$ cat src/rtl/bcd_pkg.sv
// Shared types and encodings for the digit-serial BCD add/subtract datapath.
package bcd_pkg;

  typedef logic [3:0] bcd_digit_t;

  localparam bcd_digit_t BCD_MAX = 4'd9;

  typedef enum logic [2:0] {
    IDLE,
    CALC,
    NEG,
    SHIFT,
    DONE
  } state_t;

  localparam logic OP_ADD = 1'b0;
  localparam logic OP_SUB = 1'b1;

endpackage

$ cat src/rtl/bcd_digit_addsub.sv
// One BCD digit of add (x+y+cin) or subtract (x-y-cin) with decimal carry/borrow out.
module bcd_digit_addsub
  import bcd_pkg::*;
(
  input  bcd_digit_t x,
  input  bcd_digit_t y,
  input  logic       cin,
  input  logic       sub,
  output bcd_digit_t digit,
  output logic       cout
);

  logic [4:0] s;
  logic [4:0] t;

  // Binary add/sub of the digits, then a decimal correction by +/-10.
  // Subtract range is -10..9, so bit 4 of the 5-bit result is the sign.
  always_comb begin
    s     = '0;
    t     = '0;
    digit = '0;
    cout  = 1'b0;
    if (sub) begin
      s = {1'b0, x} - {1'b0, y} - {4'd0, cin};
      if (s[4]) begin
        t     = s + 5'd10;
        digit = t[3:0];
        cout  = 1'b1;
      end else begin
        digit = s[3:0];
      end
    end else begin
      s = {1'b0, x} + {1'b0, y} + {4'd0, cin};
      if (s > {1'b0, BCD_MAX}) begin
        t     = s - 5'd10;
        digit = t[3:0];
        cout  = 1'b1;
      end else begin
        digit = s[3:0];
      end
    end
  end

endmodule

$ cat src/rtl/bcd_serial_addsub.sv
// Digit-serial BCD adder/subtractor, LSD first, with sign-magnitude subtract
// and an optional MSB-first bit-serial result stream.
module bcd_serial_addsub
  import bcd_pkg::*;
#(
  parameter int DIGITS = 4,
  parameter bit SER_EN = 1'b1
) (
  input  logic                clk,
  input  logic                reset,
  input  logic                start,
  input  logic                op,
  input  logic [4*DIGITS-1:0] a,
  input  logic [4*DIGITS-1:0] b,
  output logic                busy,
  output logic                done,
  output logic [4*DIGITS-1:0] result,
  output logic                carry_out,
  output logic                neg,
  output logic                invalid,
  output logic                ser_out,
  output logic                ser_valid,
  output logic                ser_last
);

  localparam int W  = 4 * DIGITS;
  localparam int DW = $clog2(DIGITS + 1);
  localparam int BW = $clog2(W + 1);

  state_t         state;
  logic           op_r;
  logic [W-1:0]   a_sh;
  logic [W-1:0]   b_sh;
  logic [W-1:0]   work;
  logic           cb;       // carry (add) or borrow (sub / complement) between digits
  logic           neg_r;
  logic [DW-1:0]  dcnt;
  logic [BW-1:0]  bcnt;

  bcd_digit_t     ux, uy, udig;
  logic           usub, ucout;
  logic [W-1:0]   work_nxt;
  logic           in_bad;
  logic [W-1:0]   ser_sh;

  // Single digit unit: operands in CALC, 0 - r_k for the in-place complement in NEG.
  always_comb begin
    ux   = a_sh[3:0];
    uy   = b_sh[3:0];
    usub = op_r;
    if (state == NEG) begin
      ux   = '0;
      uy   = work[3:0];
      usub = 1'b1;
    end
  end

  bcd_digit_addsub u_digit (
    .x     (ux),
    .y     (uy),
    .cin   (cb),
    .sub   (usub),
    .digit (udig),
    .cout  (ucout)
  );

  // Work register rotates right one digit per step; the new digit enters at the top,
  // so after DIGITS steps the digits sit back in their natural positions.
  always_comb begin
    work_nxt = (work >> 4) | (W'(udig) << (W - 4));
  end

  // Flag any non-BCD nibble on the incoming operands.
  always_comb begin
    in_bad = 1'b0;
    for (int k = 0; k < DIGITS; k++) begin
      if (a[4*k +: 4] > BCD_MAX || b[4*k +: 4] > BCD_MAX) in_bad = 1'b1;
    end
  end

  // Sequencer: accept, digit loop, optional complement, optional serial shift, done pulse.
  always_ff @(posedge clk) begin
    if (reset) begin
      state     <= IDLE;
      op_r      <= OP_ADD;
      a_sh      <= '0;
      b_sh      <= '0;
      work      <= '0;
      cb        <= 1'b0;
      neg_r     <= 1'b0;
      dcnt      <= '0;
      bcnt      <= '0;
      done      <= 1'b0;
      result    <= '0;
      carry_out <= 1'b0;
      neg       <= 1'b0;
      invalid   <= 1'b0;
    end else begin
      done <= 1'b0;
      case (state)
        IDLE: begin
          if (start) begin
            op_r  <= op;
            a_sh  <= a;
            b_sh  <= b;
            work  <= '0;
            cb    <= 1'b0;
            neg_r <= 1'b0;
            dcnt  <= '0;
            bcnt  <= '0;
            if (in_bad) begin
              state     <= DONE;
              done      <= 1'b1;
              result    <= '0;
              carry_out <= 1'b0;
              neg       <= 1'b0;
              invalid   <= 1'b1;
            end else begin
              state <= CALC;
            end
          end
        end
        CALC: begin
          a_sh <= a_sh >> 4;
          b_sh <= b_sh >> 4;
          work <= work_nxt;
          cb   <= ucout;
          dcnt <= dcnt + 1'b1;
          if (dcnt == DW'(DIGITS - 1)) begin
            dcnt <= '0;
            if (op_r == OP_SUB && ucout) begin
              state <= NEG;
              cb    <= 1'b0;
              neg_r <= 1'b1;
            end else if (SER_EN) begin
              state <= SHIFT;
            end else begin
              state     <= DONE;
              done      <= 1'b1;
              result    <= work_nxt;
              carry_out <= (op_r == OP_ADD) & ucout;
              neg       <= 1'b0;
              invalid   <= 1'b0;
            end
          end
        end
        NEG: begin
          work <= work_nxt;
          cb   <= ucout;
          dcnt <= dcnt + 1'b1;
          if (dcnt == DW'(DIGITS - 1)) begin
            dcnt <= '0;
            if (SER_EN) begin
              state <= SHIFT;
            end else begin
              state     <= DONE;
              done      <= 1'b1;
              result    <= work_nxt;
              carry_out <= 1'b0;
              neg       <= 1'b1;
              invalid   <= 1'b0;
            end
          end
        end
        SHIFT: begin
          bcnt <= bcnt + 1'b1;
          if (bcnt == BW'(W - 1)) begin
            bcnt      <= '0;
            state     <= DONE;
            done      <= 1'b1;
            result    <= work;
            carry_out <= (op_r == OP_ADD) & cb;
            neg       <= neg_r;
            invalid   <= 1'b0;
          end
        end
        DONE: begin
          state <= IDLE;
        end
        default: state <= IDLE;
      endcase
    end
  end

  // Serial stream is a decode of the held work register, MSB first.
  always_comb begin
    ser_sh    = work << bcnt;
    ser_valid = SER_EN && (state == SHIFT);
    ser_out   = ser_valid & ser_sh[W-1];
    ser_last  = ser_valid && (bcnt == BW'(W - 1));
  end

  assign busy = (state != IDLE);

endmodule

$ cat config.mk
export PLATFORM = sky130hd
export DESIGN_NAME = bcd_serial_addsub
export DESIGN_NICKNAME = d
export VERILOG_FILES = /design/src/rtl/bcd_pkg.sv /design/src/rtl/bcd_digit_addsub.sv /design/src/rtl/bcd_serial_addsub.sv
export SDC_FILE = /design/constraint.sdc
export NUM_CORES = 1
export LEC_CHECK = 0
export CORE_MARGIN = 5
export CORE_UTILIZATION = 50
export CTS_CLUSTER_SIZE = 25
export DETAILED_ROUTE_END_ITERATION = 8
export GPL_TIMING_DRIVEN = 1
export PLACE_DENSITY = 0.81
export SLEW_MARGIN = 20
export SYNTH_ARGS = -nofsm -noshare
export SYNTH_HDL_FRONTEND = slang
export SYNTH_SLANG_ARGS = --single-unit
$ cat constraint.sdc
create_clock -name clk -period 10.2 [get_ports clk]
set_clock_uncertainty 0.2 [all_clocks]
set_input_delay 3.06 -clock clk [delete_from_list [all_inputs] [get_ports clk]]
set_output_delay 3.06 -clock clk [all_outputs]
set_load 0.01 [all_outputs]
==> results by stage, run 1 <==
Critical path:
- By instance count, the cell type seen most on the critical path is sky130_fd_sc_hd__mux4_2.
- Walking the worst path, the cells encountered are mux4_2 > mux4_2 > nor3b_1 > clkdlybuf4s50_1.
- STA classifies the critical path startpoint as a flop.
- The setup slack on the worst flop-to-flop path is 5.96 ns.
- The signal arrival time at the worst endpoint is 2.58 ns.
- The largest fanout on the critical path is 8.
- The kind of critical path is reg -> out.
- In this run the critical register-to-register path is captured at work[14].
- The data required time of the critical path is roughly 6.9 ns.
- The worst register-to-register path begins at state[1].
- The slowest stage of the critical path belongs to the cell sky130_fd_sc_hd__mux4_2.
- The element type at the critical path end is an output port.
- The category of cells accounting for the largest share of critical-path delay is multiplexers.
- The depth of the worst register-to-register path is 14.
- In this design, the stage delay of the slowest critical-path cell is around 0.55 ns.
- The most critical setup path has its startpoint at bcnt[0].
- The worst path buffer plus inverter count is 1.

Pwr:
- The switching share of total power is roughly 44%.
- Combinational logic burns between 50% and 60% of the power.
- The clock network fraction of total power is 17.8%.
- The power dissipated by switching net loads is 0.0006767 W.
- In this run the power density over the cells is approximately 300 nW/um^2.
- The internal power of the cells is about 0.00086 W.
- The share of power burned in registers is 29.1%.
- VDD sags by at most 0.0001567 V.
- Summed over all cells, the static leakage comes to 1.973 nW.

Global routing:
- The via count of the first global-routing pass is 3501.
- The global-route wire length before repair is between 15000 and 20000 um.
- The number of antenna violations at the first check in global routing came to 0.
- Entering global routing, the biggest net connects 65 pins.
- The overall global routing resource usage is 19.76%.
- The remaining global-route overflow is 0.

Synthesis:
- For this run, asynchronously set or reset flops after synthesis account for 0%.
- By area, the combinational part of the netlist is dominated by simple AND/OR/NAND/NOR gates.
- The mean area per synthesized cell is between 8 and 9 sq um.
- Measured against the total synthesized area, the mux share comes to 3.861%.
- The post-synthesis cell type count is 64.
- The number of synthesis warnings is 0.
- The top cell type by area accounts for 38.37% of the synthesized area.
- Summing the areas of all compound-gate instances in the mapped netlist gives 16.41% of the synthesized area.
- In the post-synthesis netlist, the biggest area contributors are sky130_fd_sc_hd__dfxtp_1 (38%), sky130_fd_sc_hd__nor2_1 (9.7%), sky130_fd_sc_hd__nor4_2 (6.1%), sky130_fd_sc_hd__ha_1 (3.8%), sky130_fd_sc_hd__a22o_1 (3.5%).
- After Yosys synthesis, and, or, nand and nor cells account for 29.22% of the synthesized area.
- The synthesized netlist devotes ~4.7% of its cell area to adder and majority cells.
- The post-synthesis cell area is 4278 sq um.
- The fraction of synthesized cell area in xor and xnor cells is 1.638%.
- The gate count of the mapped netlist is ~490.
- Counting flops and latches in the post-synthesis netlist gives 82.
- Among all flip-flop cells after synthesis, the most frequent one is sky130_fd_sc_hd__dfxtp_1.
- After synthesis, flip-flops and latches occupy 38.37% of the total area.
- The number of flops mapped to enable cells by yosys is 0.
- The largest area contributor in the netlist is sky130_fd_sc_hd__dfxtp_1.
- The net count after synthesis is 536.

Routing:
- The starting DRC count in detailed routing is 225.
- Wires add up to 9930 um.
- The number of remaining DRC errors is 0.
- The final route contains 3663 vias.
- The via-per-instance ratio is 5.741.
- The detailed-router iteration count before antenna repair is 5.
- Dividing the detail-routed wire length by the instance count gives 15.56 um.
- The number of nets still failing antenna checks after routing is 0.

Floorplanning:
- The number of top-level design ports is 60.
- The overall die width is 102.5 um.
- The cell row count is 33.
- The total die area is 10510 sq um.
- Once the floorplan was initialized, standard cells occupied slightly above 50% of the core.
- From bottom edge to top edge, the die measures 102.5 um.
- The core region area is roughly 8300 sq um.

Cells and area:
- In the layout the commonest cells are sky130_fd_sc_hd__nor2_1 (111), sky130_fd_sc_hd__dfxtp_1 (82), sky130_fd_sc_hd__clkdlybuf4s50_1 (58).
- The non-filler instance count after layout is roughly 640.
- The area growth from synthesis to final layout is 18.37%.
- The number of filler cells placed in the layout is between 700 and 800.
- The most frequent standard cell in the layout excluding fill and tap cells is sky130_fd_sc_hd__nor2_1.
- The net count of the finished layout is 579.
- The share of the core filled with cells in the final layout is 61.32%.
- The share of cells above drive strength 1 is 12.95%.
- The repair_antennas step left the layout with diodes totalling 0.

Clock network:
- The clock tree root buffer cell is sky130_fd_sc_hd__clkbuf_8.
- Clock latency on the worst-skew pair, taken at its later pin, is about 0.36 ns.
- The number of buffers inserted during clock tree synthesis is 9.
- After clock tree synthesis, the clock-pin slew on the worst setup and hold paths is around 0.090 ns.
- The tree built by TritonCTS fans out to slightly above 80 sinks.
- The buffer depth of the longest clock path is 2.
- The H-tree was split into 3 levels.
- Post-CTS repair changed the size of 0 cells.
- After clock tree synthesis, the flow added hold-fix buffers numbering 0.
- TritonCTS built the clock tree.
- The number of buffers inserted to repair setup after CTS is 0.

Placement:
- The HPWL after detailed placement is 7088 um.
- At the end of routability-driven placement, the weighted congestion stood at 0.8935.
- In this run the tool buffered the top-level ports with a little under 60 buffer cells.
- The post-placement cell count is 622.

STA:
- Setup repair after global routing left no endpoint under its margin.
- The final period utilization is 57.24%.
- The normalized max-slew margin is around two fifths.
- The final sum of negative setup slack is 0 ns.
- The final count of hold timing violations is 0.
- The upper clock frequency limit is 171.3 MHz.
- The final critical path time including I/O delays and setup is just under 6 ns.
- The transition time at the pin with the least slew margin is 0.8804 ns.
- The total count of max-transition violations in the final report was 0.
- The number of endpoints failing setup at the final stage is 0.

Hold path:
- Along the worst hold path, the cell count comes to 2.
- The type of the most critical hold path is reg -> reg.
- The worst hold path terminates at a_sh[15].
- The start point of the worst min-delay path is a_sh[15].

Run status:
- The run finished with clean final reports.

Flow run:
- The number of maximum-capacitance constraint violations is 0.
-- power groups by stage --
stage,registers (W),clock network (W),logic (W)
finish,0.000447,0.000274,0.000816
global placement,0.000451,0,0.000757
global route,0.000456,0.000291,0.000907
detailed placement,0.000453,0,0.000795
CTS,0.000446,0.000276,0.000806
floorplan,0.000427,0,0.000662
-- metrics by stage --
stage / worst slack [ns] / hold WS [ns] / total power [W] / area [sq um]
2_1_floorplan: 5.333 / 0.2315 / 0.001089 / 4278
3_3_place_gp: 4.772 / 0.2424 / 0.001208 / 4835
3_5_place_dp: 4.728 / 0.2480 / 0.001249 / 4835
4_1_cts: 4.334 / 0.2613 / 0.001528 / 5064
5_1_grt: 4.258 / 0.2883 / 0.001654 / 5064
6_report: 4.361 / 0.2602 / 0.001537 / 5064
-- worst min-delay path: cells and delay by family, from the launching register on --
| family | cells | cell delay [ns] |
|---|---|---|
| flops | 1 | 0.32 |
| compound gates | 1 | 0.05 |
| simple gates | 1 | 0.05 |
-- state kept, by name, indices dropped and copies added, names as in the netlist, 3 cells and up --
name	flops
work	16
b_sh	16
state	3
a_sh	16
dcnt	3
bcnt	5
result	16
-- area by class of cell --
cell class / count / area (sq um) / share of cell area [%]
clock buffers: 9 / 123.9 / 2.446
clock inverters: 7 / 105.1 / 2.076
inverters: 15 / 56.30 / 1.112
multi-input cells: 357 / 2390 / 47.20
flip-flops and latches: 82 / 1642 / 32.42
well taps: 105 / 131.4 / 2.595
repair buffers: 63 / 615.6 / 12.16
-- synthesized netlist by cell type, drive strengths merged, types with 13 or more instances --
cell type,n
a21oi,28
a22o,17
a22oi,17
buf,21
dfxtp,82
ha,13
inv,15
nand2,34
nor2,113
nor4,26
o21ai,19
-- worst max path at each step --
stage	to	slack, ns	cells past startpoint
2_1_floorplan	ser_out	5.33	4
3_3_place_gp	ser_out	4.77	4
3_5_place_dp	ser_out	4.73	4
4_1_cts	ser_out	4.33	4
5_1_grt	ser_out	4.26	4
6_report	ser_out	4.36	4
-- logic make-up after synthesis --
| logic type | Yosys count |
|---|---|
| compound gates | 101 |
| xor+xnor | 8 |
| fa+ha+maj | 15 |
| buf+inv | 46 |
| flops | 82 |
| mux | 10 |
| simple gates | 223 |
-- layer usage --
metal	GRT usage, %	share of wire, %	routed length [um]
met1	25.71	44	4335
met2	32.77	49	4872
met3	4.533	5.7	568
met4	5.954	1.6	154
met5	0	0	0
Note: power is estimated with default switching activity, not from simulation.
==> inputs of run 2 (changes only) <==
==> constraint.sdc (replaced) <==
create_clock -name clk -period 6 [get_ports clk]
set_clock_uncertainty 0.2 [all_clocks]
set_input_delay 1.8 -clock clk [delete_from_list [all_inputs] [get_ports clk]]
set_output_delay 1.8 -clock clk [all_outputs]
set_load 0.01 [all_outputs]
==> run 2 against run 1 <==
Global-route usage increased by 0.11 points. Sequential power rose by 70%. Critical path depth stayed put. Count of clock-buffer cells in the layout did not move. Design area decreased by 0.67%. Sequential share of layout area rose by 0.22 points. Final cell count did not move. Utilization is 0.41 points lower. Register-to-register slack lost 4.2 ns. First-iteration DRC count increased by 8.4%. Wire length about the same.
==> results by stage, run 2 (same netlist as run 1, synthesis figures left out) <==
Run status:
- The run finished with clean final reports.

Global routing:
- The busiest layer in global routing is met2.
- Across every metal layer, demand over resource in global routing totals 19.87%.
- The via count of the first global-routing pass is 3542.
- Global routing consumed, on the met1 layer, 25.88% of the routing resources.
- Entering global routing, the biggest net connects 39 pins.
- In the global route stage, met3 resource usage came out at under 10%.
- The number of antenna violations at the first check in global routing is 0.
- The global-route wire length before repair is 16810 um.
- Global routing finished with a remaining overflow of 0.
- For met2 alone, demand over resource in global routing was about a third.

Pwr:
- Cell internal power was estimated by the tool at 0.001380 W.
- Dividing total power by cell area gives a power density of a little over 500 nW/um^2.
- In this run switching power makes up 45.66% of total power.
- In this run the static leakage power is 1.947 nW.
- The combinational group share of total power is 54.7%.
- The clock network accounts for 15.4% of the total power.
- The analysis attributes to net switching a power of 0.001160 W.
- Across the VDD grid, the largest voltage drop is 0.0002082 V.
- Per report_power, the sequential group accounts for 29.9% of the total.

Routing:
- The count of nets left with antenna violations once routing finished came out at 0.
- The routed wirelength normalized by instance count is roughly 16 um.
- The detailed-router iteration count before antenna repair is 5.
- The total via count after detailed routing is 3692.
- Using the TritonRoute via totals, the vias-per-cell ratio works out to 5.787.
- The number of remaining DRC errors is 0.
- The starting DRC count in detailed routing is 244.
- The final wirelength is 9925 um.

STA:
- The final period utilization is 76.28%.
- The post-layout worst setup margin is 1.423 ns.
- The normalized max-slew margin is 43.71%.
- The final critical path time including I/O delays and setup is 4.577 ns.
- Setup repair after global routing left no endpoint under its margin.
- The transition time at the pin with the least slew margin is approximately 0.84 ns.
- Adding up every negative setup slack in the final design gives 0 ns.
- The upper clock frequency limit is about 220 MHz.
- The total count of max-transition violations in the final report is 0.
- Setup violations remaining at the end of the flow were counted as 0.
- The final count of hold timing violations came to 0.

Clock network:
- Buffers inserted to repair hold after CTS numbered 0.
- The clock-pin slew of the registers on the worst-case setup and hold paths is 0.10 ns.
- The post-cts gate resize count is 0.
- The number of buffers inserted during clock tree synthesis is 9.
- The total number of H-tree levels is 3.
- The TritonCTS clock tree is yes.
- The clock network latency to the later pin of the worst-skew pair is between 0.3 and 0.4 ns.
- The tree is rooted in a sky130_fd_sc_hd__clkbuf_8.
- Once the clock tree was built, the setup fixing pass inserted 0 buffers.
- The clock sink total is about 80.
- The clock passes through at most 2 buffers.

Critical path:
- The element type at the critical path end is an output port.
- Data arrives at the worst endpoint at 2.58 ns.
- The worst register-to-register path has a setup slack of 1.75 ns.
- The kind of critical path is reg -> out.
- The largest fanout on the critical path is 8.
- The launching element type of the critical path is a flop.
- The data required time of the critical path is 4.00 ns.

Floorplanning:
- The floorplan has 33 rows.
- The overall die height is ~100 um.
- For this configuration, the core starts out at a cell density of 51.80%.
- In this run the standard cell core region covers 8258 sq um.
- The die covers 10510 sq um.
- The number of top-level design ports is 60.
- The overall die width is between 100 and 150 um.

Cells and area:
- The most frequent standard cell in the layout excluding fill and tap cells is sky130_fd_sc_hd__nor2_1.
- Compared with the post-synthesis result, the final layout area differs by 17.58%.
- The library cells used most frequently in the layout, excluding fill and tap cells, are sky130_fd_sc_hd__nor2_1 (111), sky130_fd_sc_hd__dfxtp_1 (82), sky130_fd_sc_hd__clkdlybuf4s50_1 (58).
- The number of antenna diodes is 0.
- For this run, the post-layout net count is 579.
- Of the cells placed in the final design, the portion with a size suffix greater than 1 is about an eighth.

Flow run:
- The number of maximum-capacitance constraint violations is 0.

Placement:
- The count of port buffers added during placement is just under 60.
- After legalization and detailed placement, the total HPWL measured 7184 um.
- At the end of routability-driven placement, the weighted congestion stood at about 0.84.
- Before CTS, the worst setup slack after placement is 1.813 ns.

Hold path:
- The tightest min-delay check is of the reg -> reg type.
==> run 2: critical path, cell delays in order (launching register included) <==
cell	delay (ns)
sky130_fd_sc_hd__dfxtp_1	0.53
sky130_fd_sc_hd__mux4_2	0.54
sky130_fd_sc_hd__mux4_2	0.49
sky130_fd_sc_hd__nor3b_1	0.15
sky130_fd_sc_hd__clkdlybuf4s50_1	0.49
==> run 2: metal layers <==
layer | wire [um] | vias up
li1 | - | 1798
met1 | 4313 | 1754
met2 | 4839 | 126
met3 | 625 | 14
met4 | 146 | 0
met5 | 0 | -
==> run 2: final cells by class <==
class,instances,area [sq um]
inverter,15,56.30
fill,716,3228
timing repair buffer,63,615.6
sequential,82,1642
clock buffer,9,123.9
clock inverter,7,71.32
tap,105,131.4
multi-input combinational,357,2390
==> run 2: through the flow <==
step	hold slack [ns]	power (W)	std cells	area (sq um)	util (%)
2_1_floorplan	0.2315	0.001852	485	4278	-
3_3_place_gp	0.2441	0.002059	622	4835	58.55
4_1_cts	0.2617	0.002521	638	5030	60.91
3_5_place_dp	0.2479	0.002124	622	4835	58.55
5_1_grt	0.2922	0.002724	638	5030	60.91
6_report	0.2614	0.002540	638	5030	60.91
==> run 2: path summary, 6_finish.rpt <==
check / from / end / cells past startpoint
setup / recovery: bcnt[0] / ser_out / 4
hold / removal: b_sh[13] / b_sh[13] / 2
setup reg to reg: state[1] / work[14] / 14
hold reg to reg: b_sh[13] / b_sh[13] / 2
==> run 2: power groups by stage <==
stage	Clock (W)	Sequential, W	Combinational [W]
floorplan	0	0.000726	0.00113
global route	0.000422	0.000773	0.00153
CTS	0.000398	0.000756	0.00137
global placement	0	0.000765	0.00129
detailed placement	0	0.000768	0.00136
finish	0.000391	0.000758	0.00139
==> variant (settings of run 2) <==
`DIGITS`: 4 -> 8.
--- a/src/rtl/bcd_serial_addsub.sv
+++ b/src/rtl/bcd_serial_addsub.sv
@@ -3,7 +3,7 @@
 module bcd_serial_addsub
   import bcd_pkg::*;
 #(
-  parameter int DIGITS = 4,
+  parameter int DIGITS = 8,
   parameter bit SER_EN = 1'b1
 ) (
   input  logic                clk,
Ports: changed (resized a, b and result); port bits go from 60 to 108. The function was not compared with the original's and may differ.
==> variant against run 2 <==
Cell count increased by 65%; area after synthesis up 61%; critical path type unchanged; count of clock-buffer cells in the layout is 14 higher; critical path depth up 1; sequential cell count is 66 higher; final area up 70%; global-route usage up 2.7 points; wire length grew 86%; worst setup slack worse by 340 ps; total power fell by 5.5%.
==> variant: results <==
[run_status]
status = finished clean

[synthesis]
synthArstFlopShare = 0
synth_nets = 879
netlist_top_cells_area = dfxtp_1, nand2_1, a311oi_1
yosys_warnings = 0
synth_common_cells = dfxtp_1, nand2_1, nor2_1
yosysSeqAreaShare = 0.4299
synth_cell_types = 61
syn_inst = 796

[placed_design]
pre_cts_slack_ps = 1511
place_hpwl_mm = 11.90
portBuffers = 107
place_area_um2 = 7940
place.gp.congestion = 0.8803
dp_cells = 1021

[clocking]
clock_tree.buffer_depth = 2
clk_pin_slew_ps = 60
cts_resized = 0
cts_setup_buffers = 0
cts-buffers-inserted = 17
cts-htree-levels = 4
cts_root_buf = clkbuf_16
insertion_delay_ps = 420

[routing]
drtIter0Drc = 668
firstDrtPassIters = 5
vias = 6346
wire_per_inst_um = 17.50

[final_layout]
fillerInstances = 1167
instances_no_fill = 1053
drive_gt1_frac = 0.06987
antenna_cells = 0
num-nets-final = 943

[setup_path]
arrival_ps = 2920
cp_slowest_stage_delay_ps = 700
critical-path-slowest-cell = dfxtp_1
crit_path_max_fanout = 12
critical_path.top_delay_family = multiplexers

[worst_hold_path]
hold_path_class = flip-flop to flip-flop

[global_routing]
grt_pass1_wl_mm = 29.58
grt_max_degree = 121
grt_pass1_vias = 5834
antenna_found_initial = 0
grt_use_total = 0.2256

[sta]
tightest_slew_ps = 792.0

[power_and_ir_drop]
p_leak_uw = 0.003281
ir_drop_uv = 217.6
-- variant: cells by family after synthesis --
| group | after synthesis | share of synthesized area |
|---|---|---|
| simple gates | 315 | 0.1952 |
| compound gates | 204 | 0.2342 |
| flops | 148 | 0.4299 |
| buf+inv | 87 | 0.05501 |
| mux | 18 | 0.04484 |
| fa+ha+maj | 15 | 0.02941 |
| xor+xnor | 9 | 0.01144 |
-- variant: where the power goes --
part	leakage, uW	internal, uW	switching [uW]	total [uW]
logic	0.00177	105	132	237
clock network	0.000303	738	397	1130
registers	0.00120	1010	18.0	1030
-- variant: layer usage --
metal / vias up / share of wire / GRT usage
met5: - / 0 / 0
met4: 0 / 0.023 / 0.08517
met3: 38 / 0.069 / 0.05100
met2: 255 / 0.46 / 0.3407
met1: 3021 / 0.45 / 0.3155
li1: 3032 / - / -
-- variant: final cells by class --
class                      count  area (um2)  share of cell area
clock buffer                  23       447.9             0.05226
clock inverter                 9       177.7             0.02073
inverter                      18       67.56            0.007883
multi-input combinational    561        3565              0.4159
sequential                   148        2963              0.3457
tap                          180       225.2             0.02628
timing repair buffer         114        1125              0.1312
-- variant: worst reg2reg max path, cell delays in order (launching register included) --
cell and delay (ps):
dfxtp_1 580, nor3b_2 490, and2_1 220, a21oi_1 60
xnor2_1 160, ha_1 180, nor2_1 60, fa_1 500
and2_1 230, o221ai_1 420, xnor2_1 170, a221o_1 330
a41oi_2 150
-- variant: worst paths after layout --
kind                                 from   endpoint  slack, ps  cells after the start
worst min register to register  carry_out  carry_out        270                      2
worst min-delay path            carry_out  carry_out        270                      2
worst max register to register   state[1]   work[29]       2170                     12
worst max-delay path              bcnt[0]    ser_out       1080                      5
